<file path="src/rtl/mem_ctrl_pkg.sv">
// Shared types and encodings for the memory access controller: FSM states,
// IorD mux select encodings and grant bit positions.
package mem_ctrl_pkg;

  typedef enum logic [1:0] {
    ST_IDLE = 2'd0,
    ST_ADDR = 2'd1,
    ST_WAIT = 2'd2,
    ST_DONE = 2'd3
  } state_e;

  localparam logic [1:0] IORD_PC  = 2'b00;
  localparam logic [1:0] IORD_EXC = 2'b01;
  localparam logic [1:0] IORD_ALU = 2'b10;
  localparam logic [1:0] IORD_RES = 2'b11;

  localparam int GNT_FETCH = 0;
  localparam int GNT_EXC   = 1;
  localparam int GNT_LS    = 2;
  localparam int GNT_RES   = 3;

  localparam int CNT_W = 3;

  // An empty grant (idle) selects the PC, same as a fetch.
  function automatic logic [1:0] iord_of(input logic [3:0] gnt);
    logic [1:0] sel;
    sel = IORD_PC;
    if (gnt[GNT_EXC]) sel = IORD_EXC;
    if (gnt[GNT_LS])  sel = IORD_ALU;
    if (gnt[GNT_RES]) sel = IORD_RES;
    return sel;
  endfunction

endpackage

</file>
<file path="src/rtl/mem_req_arb.sv">
// Combinational fixed-priority arbiter: exc > ls > res > fetch, one-hot grant.
module mem_req_arb
  import mem_ctrl_pkg::*;
(
  input  logic [3:0] req,
  output logic [3:0] gnt
);

  // NOTE: gnt gets a default before the priority chain so no path leaves it
  // unassigned; without it synthesis infers a latch.
  always_comb begin
    gnt = '0;
    if (req[GNT_EXC])        gnt[GNT_EXC]   = 1'b1;
    else if (req[GNT_LS])    gnt[GNT_LS]    = 1'b1;
    else if (req[GNT_RES])   gnt[GNT_RES]   = 1'b1;
    else if (req[GNT_FETCH]) gnt[GNT_FETCH] = 1'b1;
  end

endmodule

</file>
<file path="src/rtl/mem_access_ctrl.sv">
// Multi-cycle memory access sequencer (IDLE/ADDR/WAIT/DONE) for fetch,
// exception-vector, load/store and result accesses. Optional alignment
// fault detection on word load/store under MEM_ACCESS_CTRL_ALIGN_CHECK_EN.
module mem_access_ctrl
  import mem_ctrl_pkg::*;
#(
  parameter int MEM_LAT = 2
) (
  input  logic       clk,
  input  logic       reset_n,
  input  logic       fetch_req,
  input  logic       exc_req,
  input  logic       ls_req,
  input  logic       ls_we,
  input  logic       res_req,
  input  logic       res_we,
  input  logic [1:0] ls_addr_lsb,
  input  logic       ls_word,
  output logic [1:0] iord_sel,
  output logic       mem_wr,
  output logic [3:0] grant,
  output logic       busy,
  output logic       done,
  output logic       misalign
);

  localparam logic [CNT_W-1:0] CNT_LOAD = CNT_W'(MEM_LAT - 1);
  localparam logic [CNT_W-1:0] CNT_ONE  = CNT_W'(1);

  logic [1:0]       state_q;
  logic [3:0]       req_vec;
  logic [3:0]       arb_gnt;
  logic [3:0]       grant_q;
  logic             we_q;
  logic             we_d;
  logic             mis_d;
  logic             mis_q;
  logic [CNT_W-1:0] cnt_q;

  // Bit order follows GNT_RES/GNT_LS/GNT_EXC/GNT_FETCH = 3/2/1/0.
  assign req_vec = {res_req, ls_req, exc_req, fetch_req};

  mem_req_arb u_arb (
    .req (req_vec),
    .gnt (arb_gnt)
  );

`ifdef MEM_ACCESS_CTRL_ALIGN_CHECK_EN
  assign mis_d = arb_gnt[GNT_LS] & ls_word & (ls_addr_lsb != 2'b00);
`else
  logic unused_align;
  assign unused_align = ^{ls_word, ls_addr_lsb};
  assign mis_d        = 1'b0;
`endif

  // The write qualifier is captured once at grant; later changes are ignored.
  assign we_d = ((arb_gnt[GNT_LS] & ls_we) | (arb_gnt[GNT_RES] & res_we)) & ~mis_d;

  // NOTE: state registers use non-blocking assignments so every flop samples
  // pre-edge values; blocking here would create order-dependent races.
  always_ff @(posedge clk or negedge reset_n) begin
    if (!reset_n) begin
      state_q <= ST_IDLE;
      grant_q <= '0;
      we_q    <= 1'b0;
      mis_q   <= 1'b0;
      cnt_q   <= '0;
    end else begin
      case (state_q)
        ST_IDLE: begin
          if (|arb_gnt) begin
            grant_q <= arb_gnt;
            we_q    <= we_d;
            mis_q   <= mis_d;
            state_q <= mis_d ? ST_DONE : ST_ADDR;
          end
        end
        ST_ADDR: begin
          cnt_q   <= CNT_LOAD;
          state_q <= (MEM_LAT == 1) ? ST_DONE : ST_WAIT;
        end
        ST_WAIT: begin
          // Counter saturates at zero; reaching 1 ends the wait.
          if (cnt_q != '0) cnt_q <= cnt_q - CNT_ONE;
          if (cnt_q <= CNT_ONE) state_q <= ST_DONE;
        end
        ST_DONE: begin
          state_q <= ST_IDLE;
          grant_q <= '0;
          we_q    <= 1'b0;
          mis_q   <= 1'b0;
        end
        default: state_q <= ST_IDLE;
      endcase
    end
  end

  assign grant    = grant_q;
  assign iord_sel = iord_of(grant_q);
  assign busy     = (state_q != ST_IDLE);
  assign done     = (state_q == ST_DONE);
  assign mem_wr   = (state_q == ST_ADDR) & we_q;
  // mis_q never sets when alignment checking is compiled out.
  assign misalign = mis_q;

endmodule

</file>
<file path="config.mk">
export PLATFORM = sky130hd
export DESIGN_NAME = mem_access_ctrl
export DESIGN_NICKNAME = d
export VERILOG_FILES = /design/src/rtl/mem_ctrl_pkg.sv /design/src/rtl/mem_req_arb.sv /design/src/rtl/mem_access_ctrl.sv
export SDC_FILE = /design/constraint.sdc
export NUM_CORES = 1
export LEC_CHECK = 0
export CORE_MARGIN = 4
export CORE_UTILIZATION = 47
export DETAILED_ROUTE_END_ITERATION = 12
export PLACE_DENSITY = 0.91
export SKIP_CTS_REPAIR_TIMING = 1
export SLEW_MARGIN = 10
export SYNTH_ARGS = -nofsm -noshare
export SYNTH_HDL_FRONTEND = slang
export SYNTH_SLANG_ARGS = --single-unit
</file>
<file path="constraint.sdc">
create_clock -name clk -period 3.5 [get_ports clk]
set_input_delay 0.525 -clock clk [delete_from_list [all_inputs] [get_ports clk]]
set_output_delay 0.525 -clock clk [all_outputs]
set_load 0.005 [all_outputs]
</file>
==> impl_metrics.yaml <==
run_status:
  status: "finished, final reports clean"
clocking:
  clkLatencyLatePin_ns: 0.26
  clockBufferDepth: 2
  cts_tree: "yes"
  clockRootBuffer: "clkbuf_4"
  cts.sinks: 10
  htree_levels: 1
  cts.clk_slew.worst_paths_ns: 0.06
  numCtsBuffers: 3
cells_and_area:
  final_common_cell: "clkdlybuf4s50_1"
  regArea_sq_um: 250.2
  area_growth_pct: 30.33
  fin_util_pct: 64.85
  fin_nets: 97
  fin_area_sq_um: 833.3
  drive_gt1_share_pct: 15.58
  antennaDiodeCount: 0
  instances_no_fill: 92
  most-common-layout-cells: "clkdlybuf4s50_1, dfrtp_1, inv_1, ha_1"
  fill_cells: 106
  multi_input_area_sq_um: 351.6
grt:
  grt_antenna_before_repair: 0
  grt_most_used_layer: "met2"
  track_usage_pct: 15.85
  grt-ovfl-total: 0
  grt_pass1_vias: 537
  met2_usage_pct: 29.51
  grtUsageMet1_pct: 16.04
  use_met3_pct: 2.390
  grt_max_degree: 11
  grt_pass1_wl_mm: 2.263
logic_synthesis:
  synth_seq_cells: 10
  syn-instance-count: 59
  synth-edff-count: 0
  yosys_warnings: 0
  synth_cell_type_count: 31
  syn-mean-instance-area_sq_um: 10.84
  mappedNetlistArea_sq_um: 639.4
  synth_ff_type: "dfrtp_1"
  synthArstFlopShare_pct: 100.0
  ys_seq_area_share_pct: 39.14
  synthesis.nets: 77
pwr:
  power_density_nw_per_um2: 819.1
  finalPower_mw: 0.6826
  max-vdd-ir-drop_mv: 0.4386
  leakagePower_nw: 0.3816
die:
  core_area_sq_um: 1285
  rows: 13
  initial_utilization_pct: 49.76
  dieArea_sq_um: 2014
  die_h_microns: 44.88
  io_pins: 21
  die_w_microns: 44.88
place:
  port_buffers: 16
  dp_slack_ns: 1.351
  dp_hpwl_mm: 1.143
  postPlaceCellArea_sq_um: 810.8
  place_inst: 89
  gp_congestion: 0.7738
setup_path:
  end_kind: "output port"
  required_ns: 2.97
  cp.arrival_ns: 1.71
  critPathKind: "register to output port"
  rrSetupSlack_ns: 1.67
  timing.rr.start: "state_q[0]"
  r2r_end: "grant[3]"
  reg2reg_depth: 5
  worstPathMaxFanout: 4
  start_kind: "register"
timing:
  holdWs_ns: 0.5152
  fin_tns_setup_ns: 0
  fmax_mhz: 446.6
  fin_ws_ns: 1.261
  drv_slew: 0
  rsz0062_at_grt: "no"
  fin_worst_skew_ns: 0.002762
  finalHoldViolations: 0
  final-setup-viol-count: 0
  finalCritPeriodShare_pct: 63.97
  period_needed_ns: 2.239
drt:
  routedWlPerCell_microns: 14.96
  drc: 0
  finalWirelength_mm: 1.376
  drtIter0Drc: 7
  viasPerCell: 5.511
  drtPass1Iterations: 4
  num_vias: 507
  ant_nets: 0
hold_path:
  hold_path_class: "register to register"
  whs_endpoint: "cnt_q[2]"
  holdPathStages: 1
  min_from: "cnt_q[2]"
run:
  max-cap-violations: 0
[worst max-delay path by stage]
| stage | endpoint | startpoint | slack (ns) |
|---|---|---|---|
| 3_3_place_gp | state_q[1] | exc_req | 1.40 |
| 5_1_grt | busy | state_q[0] | 1.17 |
| 2_1_floorplan | grant[3] | state_q[0] | 1.84 |
| 3_5_place_dp | grant[3] | exc_req | 1.35 |
| 4_1_cts | busy | state_q[0] | 1.25 |
| 6_report | busy | state_q[0] | 1.26 |
[critical path: stages (launching register included)]
cell,delay [ns]
dfrtp_1,0.39
inv_1,0.10
ha_1,0.28
inv_1,0.15
clkdlybuf4s50_1,0.52
[sequential cells by signal, indices dropped and copies added, names as in the netlist]
register  flops
state_q       2
we_q          1
cnt_q         3
grant         4
[cell usage after synthesis, types with 2 or more instances]
cell type | instances | area share [%]
dfrtp_1 | 10 | 39
nor4b_1 | 2 | 2.7
nand2_1 | 2 | 1.2
ha_1 | 7 | 14
o21ai_0 | 3 | 2.3
o2bb2ai_1 | 2 | 2.7
inv_1 | 8 | 4.7
mux2_4 | 2 | 4.7
[layer usage]
metal	part of all wire [%]	up-vias
li1	-	242
met2	55	16
met3	2.8	4
met4	2.1	0
met1	41	245
met5	0	-
[layout make-up]
class,count,share of cell area (%)
Sequential cell,10,30.03
Multi-Input combinational cell,40,42.19
Tap cell,15,2.252
Inverter,8,3.604
Clock buffer,3,2.703
Timing Repair Buffer,16,19.22
[power breakdown]
group	leakage, nW	internal (mW)	switching [mW]
Combinational	0.240	0.224	0.178
Clock	0.0138	0.0397	0.0387
Sequential	0.128	0.164	0.0388
[cells by family after synthesis]
kind of cell / after synthesis / share of synthesized area [%]
DFF: 10 / 39.14
and+or+nand+nor: 13 / 13.31
other: 1 / 0.5865
buffers and inverters: 9 / 5.871
AOI/OAI and AO/OA: 14 / 18.01
adders and majority gates: 7 / 13.70
muxes: 4 / 8.024
xor gates and xnor gates: 1 / 1.370
(Power assumes the default switching activity.)
